$ cat src/rtl/jk_mod_counter.sv
`default_nettype none
// +------------------------------------------------------------------------+
// | Module      : jk_mod_counter                                           |
// | Description : Synchronous modulo-N up/down counter built from per-bit  |
// |               JK cells. Drives the J/K excitation out so an external   |
// |               master-slave JK bank on the same edge tracks q exactly.  |
// | Option      : JK_MOD_COUNTER_SAT_EN - saturate at the ends instead of  |
// |               wrapping (load behaviour unchanged).                     |
// | Revision    : 1.0 - initial release                                    |
// +------------------------------------------------------------------------+
module jk_mod_counter #(
  parameter int WIDTH   = 4,
  parameter int MODULUS = 10
) (
  input  logic             clk,
  input  logic             clr,
  input  logic             en,
  input  logic             up_dn,
  input  logic             load,
  input  logic [WIDTH-1:0] load_val,
  output logic [WIDTH-1:0] q,
  output logic [WIDTH-1:0] q_bar,
  output logic [WIDTH-1:0] j_vec,
  output logic [WIDTH-1:0] k_vec,
  output logic             tc,
  output logic             load_err
);

  // MODULUS may equal 2**WIDTH, so it is only representable at WIDTH+1 bits.
  localparam logic [WIDTH:0]   c_mod_ext = (WIDTH+1)'(MODULUS);
  localparam logic [WIDTH-1:0] c_max     = WIDTH'(MODULUS - 1);
  localparam logic [WIDTH-1:0] c_zero    = '0;

  logic [WIDTH-1:0] r_q;
  logic [WIDTH-1:0] r_q_bar;
  logic             r_load_err;

  logic             w_load_ok;
  logic [WIDTH:0]   w_inc_ext;
  logic [WIDTH:0]   w_dec_ext;
  logic             w_at_max;
  logic             w_at_zero;
  logic [WIDTH-1:0] w_up_wrap;
  logic [WIDTH-1:0] w_dn_wrap;
  logic [WIDTH-1:0] w_next;
  logic [WIDTH-1:0] w_j;
  logic [WIDTH-1:0] w_k;
  logic [WIDTH-1:0] w_jk_next;

  assign w_load_ok = ({1'b0, load_val} < c_mod_ext);

  // Step arithmetic is one bit wider than the state. The extended results
  // double as end detectors: q+1 reaching MODULUS marks the top, and a borrow
  // out of q-1 marks zero.
  assign w_inc_ext = {1'b0, r_q} + (WIDTH+1)'(1);
  assign w_dec_ext = {1'b0, r_q} - (WIDTH+1)'(1);
  assign w_at_max  = (w_inc_ext == c_mod_ext);
  assign w_at_zero = w_dec_ext[WIDTH];

`ifdef JK_MOD_COUNTER_SAT_EN
  // Saturating build: at either end the count simply holds.
  assign w_up_wrap = r_q;
  assign w_dn_wrap = r_q;
`else
  assign w_up_wrap = c_zero;
  assign w_dn_wrap = c_max;
`endif

  // Next-count selection: load beats count; a rejected load holds the count.
  always_comb begin
    w_next = r_q;
    if (load) begin
      if (w_load_ok) begin
        w_next = load_val;
      end
    end else if (en) begin
      if (up_dn) begin
        w_next = w_at_max ? w_up_wrap : w_inc_ext[WIDTH-1:0];
      end else begin
        w_next = w_at_zero ? w_dn_wrap : w_dec_ext[WIDTH-1:0];
      end
    end
  end

  // Excitation with don't-cares forced to 0, so J and K are never both high.
  assign w_j = ~r_q & w_next;
  assign w_k = r_q & ~w_next;

  // One JK cell per bit: the register is loaded from the JK characteristic
  // equation, not from w_next directly, so it mirrors the external bank.
  for (genvar i = 0; i < WIDTH; i++) begin : g_jk_cell
    assign w_jk_next[i] = (w_j[i] & ~r_q[i]) | (~w_k[i] & r_q[i]);
  end

  // State, its registered complement and the rejected-load flag.
  always_ff @(posedge clk or negedge clr) begin
    if (!clr) begin
      r_q        <= '0;
      r_q_bar    <= '1;
      r_load_err <= 1'b0;
    end else begin
      r_q        <= w_jk_next;
      r_q_bar    <= ~w_jk_next;
      r_load_err <= load & ~w_load_ok;
    end
  end

  assign q        = r_q;
  assign q_bar    = r_q_bar;
  assign j_vec    = w_j;
  assign k_vec    = w_k;
  assign load_err = r_load_err;
  assign tc       = en & ~load & ((up_dn & w_at_max) | (~up_dn & w_at_zero));

endmodule
`default_nettype wire

$ cat config.mk
export PLATFORM = sky130hd
export DESIGN_NAME = jk_mod_counter
export DESIGN_NICKNAME = d
export VERILOG_FILES = /design/src/rtl/jk_mod_counter.sv
export SDC_FILE = /design/constraint.sdc
export NUM_CORES = 1
export LEC_CHECK = 0
export CAP_MARGIN = 20
export CORE_MARGIN = 8
export CORE_UTILIZATION = 46
export DETAILED_ROUTE_END_ITERATION = 10
export PLACE_DENSITY = 0.85
export SKIP_LAST_GASP = 1
export SLEW_MARGIN = 40
export SYNTH_ARGS = -nofsm -noshare
export SYNTH_HDL_FRONTEND = slang
export SYNTH_SLANG_ARGS = --single-unit
$ cat constraint.sdc
create_clock -name clk -period 3.1 [get_ports clk]
set_clock_uncertainty 0.1 [all_clocks]
set_input_delay 0.62 -clock clk [delete_from_list [all_inputs] [get_ports clk]]
set_output_delay 0.62 -clock clk [all_outputs]
set_load 0.05 [all_outputs]
Word-level counts from Yosys, hierarchy flattened. Cells that the tools add are included.

Flip-flop bits (word level): 9. Input bits: 9. Output and inout bits: 18.

Add/subtract/negate cells: 2. $lt $le $gt $ge: 1. Eq/ne operators: 1. Mux-type cells: 6. Bitwise gates (word level): 34.

Operators with widths (count): 4-bit two-way mux (6); 1-bit bitwise AND (13); 4-bit inverter (3); 1-bit inverter (11); 4-bit bitwise AND (2); 4-bit by 1-bit adder with 5-bit output, second input constant (1); 5-bit by 4-bit equality test with 1-bit output, second input constant (1); 1-bit bitwise OR (5); 4-bit by 1-bit subtractor with 5-bit output, second input constant (1); 4-bit less-than comparator, second input constant (1).

Depth between registers and ports, before layout.
Depth in word-level cells: 12. Mapped depth: 6.

Least setup slack after synthesis. OpenSTA, ideal clock, no wires.

Kind: flip-flop to output port. Start: reg r_q[0], in the netlist q[0]. End: out j_vec[0]. Arrival: 2.874 ns. Slack: -0.494 ns. Stages on the path, launching flop included: 7. Buffers on the path: 0. Cells stage by stage: dfrtp_1 -> inv_1 -> ha_1 -> or3b_2 -> o21ai_0 -> inv_1 -> a211oi_1.

Longest elaborated chain between the ends: 7.

RTL lines: start: declaration (RTL line 34) `logic [WIDTH-1:0] r_q;`; start signal: assignment (RTL line 102) `r_q <= w_jk_next;`; 4-bit by 1-bit adder with 5-bit output (RTL line 55) `assign w_inc_ext = {1'b0, r_q} + (WIDTH+1)'(1);`; 5-bit by 4-bit equality test with 1-bit output (RTL line 57) `assign w_at_max = (w_inc_ext == c_mod_ext);`; 4-bit two-way mux (RTL line 78) `w_next = w_at_max ? w_up_wrap : w_inc_ext[WIDTH-1:0];`; 4-bit two-way mux (RTL line 77) `if (up_dn) begin`; 4-bit two-way mux (RTL line 76) `end else if (en) begin`; 4-bit two-way mux (RTL line 72) `if (load) begin`; 4-bit bitwise AND * (RTL line 86) `assign w_j = ~r_q & w_next;`; end: declaration (RTL line 23) `output logic [WIDTH-1:0] j_vec,`.

Every way passes the cells marked *; elsewhere a longest branch is shown, timed or not.

Final worst setup path.
Start: in load_val[2]. End: out j_vec[1].

Longest elaborated chain between the ends: 4.

RTL lines: start: declaration (RTL line 20) `input logic [WIDTH-1:0] load_val,`; 4-bit less-than comparator (RTL line 50) `assign w_load_ok = ({1'b0, load_val} < c_mod_ext);`; 4-bit two-way mux (RTL line 73) `if (w_load_ok) begin`; 4-bit two-way mux (RTL line 72); 4-bit bitwise AND (RTL line 86).

No other way between the ends.

==> results list <==
* Syn nets: 103
* Worst hold slack: 0.546 ns
- Antenna viol nets, final: 0
- Critical path buffer and inverter count: 2
- Register-to-Register Setup Slack: 1.12 ns
* Internal power of the cells: 0.000363 W
* Number of warnings printed during yosys synthesis: 0
- GRT Util Overall: 13.4%
- In this run the core area contains 14 standard-cell rows.
* Diode insertion count for antenna repair: 0
- For this run, the leading register cell type out of synthesis is dfrtp_1.
* Crit-path cells: clkdlybuf4s50_1, a21oi_1, a211o_1, and2_1, a221oi_2, buf_12
- Standby leakage power: 0.507 nW
- Of the available clock period, the critical path in the final layout requires 97.1%.
- The share of synthesized area in the top cell type comes to 16.9%.
- Clock Pin Slew Worst Setup and Hold Paths: 0.06 ns
- Of all nets on the critical path, the largest fanout is 5.
- Total chip power: 0.000674 W
* Relative slew slack: 66.2%
- Fraction of layout instances using a drive strength above 1: 26.0%
- Number of flip-flops and latches in the synthesized netlist: 9
- VDD sags by at most 0.387 mV.
- Vias in the first global route: 787
- RSZ-0062 raised after global routing: no
- Detailed-route DRC error count: 0
- In this run the number of H-tree levels came out at 1.
* # nets final: 136
- In the layout the commonest cells are 17 x clkdlybuf4s50_1, 8 x nand2_1, 8 x buf_12.
- Clock tree from TritonCTS: yes
- Setup violations remaining at the end of the flow were counted as 0.
* Cell at the slowest stage of the critical path: clkdlybuf4s50_1
- Synthesis produced 91 cells.
* Result of the run: finished clean
- The placed instances occupy a cell area of 1140 µm².
- Summing over every cut layer, the via total after detailed routing is 821.
* Sequential share of power: 25.3%
- Static timing analysis puts the maximum clock frequency at 0.332 GHz.
- After synthesis, flip-flops and latches occupy 31.0% of the total area.
* DIE WIDTH: 56.2 µm
* TritonCTS buffer count: 3
- Half-perimeter wire length after placement: 1700 µm
- Count of endpoints failing hold in the final timing report: 0
- The die is 56.2 µm tall.
* Min cycle time layout: 3.01 ns
- By area the synthesized netlist is led by dfrtp_1 17%, dfstp_2 14%, ha_1 5.1%.
* Number of sinks handled by clock tree synthesis: 9
* Largest net degree at the start of global routing: 15
* Die area: 3150 µm²
- In this run the power density over the cells is 574 nW/µm².
- CORE AREA: 1510 µm²
- For this run, the share of the core covered by cells in the final layout is 77.9%.
* Reg2Reg Launch Point: q[1]$_DFF_PN0_
- Drt total wl: 2130 µm
* Worst min-delay path category: input pin to async pin
* Startpoint type of the worst setup path: input pin
* Most frequent standard cell in the layout excluding fill and tap cells: clkdlybuf4s50_1
* Worst endpoint required time: 2.38 ns
* Initial cell density of the core: 49.3%
- Dividing the detail-routed via count by the number of cells gives 5.91.
* Worst r2r dst: q_bar[2]$_DFF_PN1_
- Wire length of the first global-routing pass: 3460 µm
- Mean instance size in the synthesized netlist: 8.15 µm²
* Congestion Overflow GR: 0
- The initial antenna violation count is 0.
* Clock Tree Root: clkbuf_4
- Combinational Power Share: 60.6%
- Summing all non-filler instances in the final layout gives an area of 1170 µm².
- During I/O placement, the number of pins put on the boundary was 27.
* Share of synthesized flip-flops with an asynchronous set or reset: 100%
* Net switching power: 0.000311 W
- Worst Path Class, Setup: input pin to output pin
- Maximum clock path buffer count: 2
- The synthesized design spends more area on one cell type than any other, namely dfrtp_1.
- The first detailed-routing pass ran for 4 iterations.
- The worst setup path is captured at an output pin.
- The kind of cell with the highest combined delay along the critical path is compound AO/OA/AOI/OAI gates.
* Skew-Pair Late Insertion Delay: 0.27 ns
- The number of different library cells used by synthesis comes to 37.
* Arrival time reported for the critical path endpoint: 2.29 ns
* Starting DRT DRC Count: 16
- Number of enable flip-flop cells after synthesis: 0
- The mapped netlist covers 742 µm².
- Weighted congestion at the end of routability-driven global placement: 0.895
- Area growth from synthesis to final layout: 58.2%
- For this run, the slowest stage of the critical path takes 0.54 ns.
- Wirelength per Cell: 15.3 µm
* Portion of total power attributed to the clock network: 14.2%
- Maximum Capacitance Violations: 0
- Counting cells, the worst reg-to-reg path comes to 6.
* Total count of max-transition violations in the final report: 0
* Transition time at the pin with the least slew margin: 0.506 ns
- Port buffer count: 26
* Net Sw Frac: 46.1%
cells by family after synthesis:
family	share of synthesized area, %
AOI/OAI and AO/OA	28.8
adders and majority gates	5.06
buffers and inverters	6.58
DFF	31.0
muxes	2.87
and+or+nand+nor	25.6
layer usage:
| layer | GRT usage [%] | vias up | wire, µm |
|---|---|---|---|
| li1 | - | 400 | - |
| met1 | 14.4 | 383 | 901 |
| met2 | 22.3 | 32 | 1040 |
| met3 | 6.16 | 6 | 157 |
| met4 | 4.81 | 0 | 28 |
| met5 | 0 | - | 0 |
area by class of cell:
type / count / area, µm²
clock buffer: 4 / 26.3
fill: 100 / 333
inverter: 7 / 26.3
multi-input combinational: 71 / 487
sequential: 9 / 231
tap: 16 / 20.0
timing repair buffer: 32 / 383
Yosys cell counts (2+ instances only):
library cell / n
dfrtp_1: 5
a21o_1: 2
nand2b_1: 4
a32o_1: 2
buf_2: 3
and2_1: 4
a21oi_1: 7
o31ai_1: 2
nand2_1: 8
a32oi_1: 2
ha_1: 3
nor2b_1: 2
inv_1: 7
a221oi_1: 2
dfstp_2: 4
nor2_1: 7
o22ai_1: 2
o21ai_0: 4
nand3b_1: 2
and3_1: 2
worst max path at each step:
stage / startpoint / end / slack [ns] / depth (start not counted)
4_1_cts: q[0]$_DFF_PN0_ / j_vec[0] / 0.06 / 7
3_3_place_gp: up_dn / j_vec[2] / 0.08 / 6
5_1_grt: load_val[2] / j_vec[1] / 0.003 / 6
6_report: load_val[2] / j_vec[1] / 0.09 / 6
3_5_place_dp: up_dn / j_vec[2] / 0.05 / 6
2_1_floorplan: q[0]$_DFF_PN0_ / j_vec[0] / -0.06 / 6
what timing repair did:
item,4_1_cts,5_1_grt
resized for setup,1,2
hold buffers,0,0
setup buffers,0,0
setup endpoints to repair,1,2
power groups by stage:
stage,logic [W],clock network (W),registers [W]
2_1_floorplan,0.000183,0,0.000237
3_3_place_gp,0.000400,0,0.000170
3_5_place_dp,0.000405,0,0.000171
4_1_cts,0.000409,0.0000951,0.000170
5_1_grt,0.000432,0.000106,0.000174
6_report,0.000408,0.0000954,0.000170
state kept, by name (all words and copies together), names as in the netlist:
name and flops:
q 4, q_bar 4, load_err 1
per-stage QoR:
stage	cells	setup TNS [ns]	setup WS (ns)
2_1_floorplan	91	-0.0601	-0.0601
3_3_place_gp	135	0	0.0788
3_5_place_dp	135	0	0.0503
4_1_cts	139	0	0.0579
5_1_grt	139	0	0.00310
6_report	139	0	0.0899
worst register-to-register path, cell delays in order (launching register included):
cell	delay (ns)
dfrtp_1	0.39
buf_4	0.17
ha_1	0.24
mux2_2	0.30
a221oi_2	0.35
a21oi_1	0.17
and2_1	0.20
(Power assumes the default switching activity.)
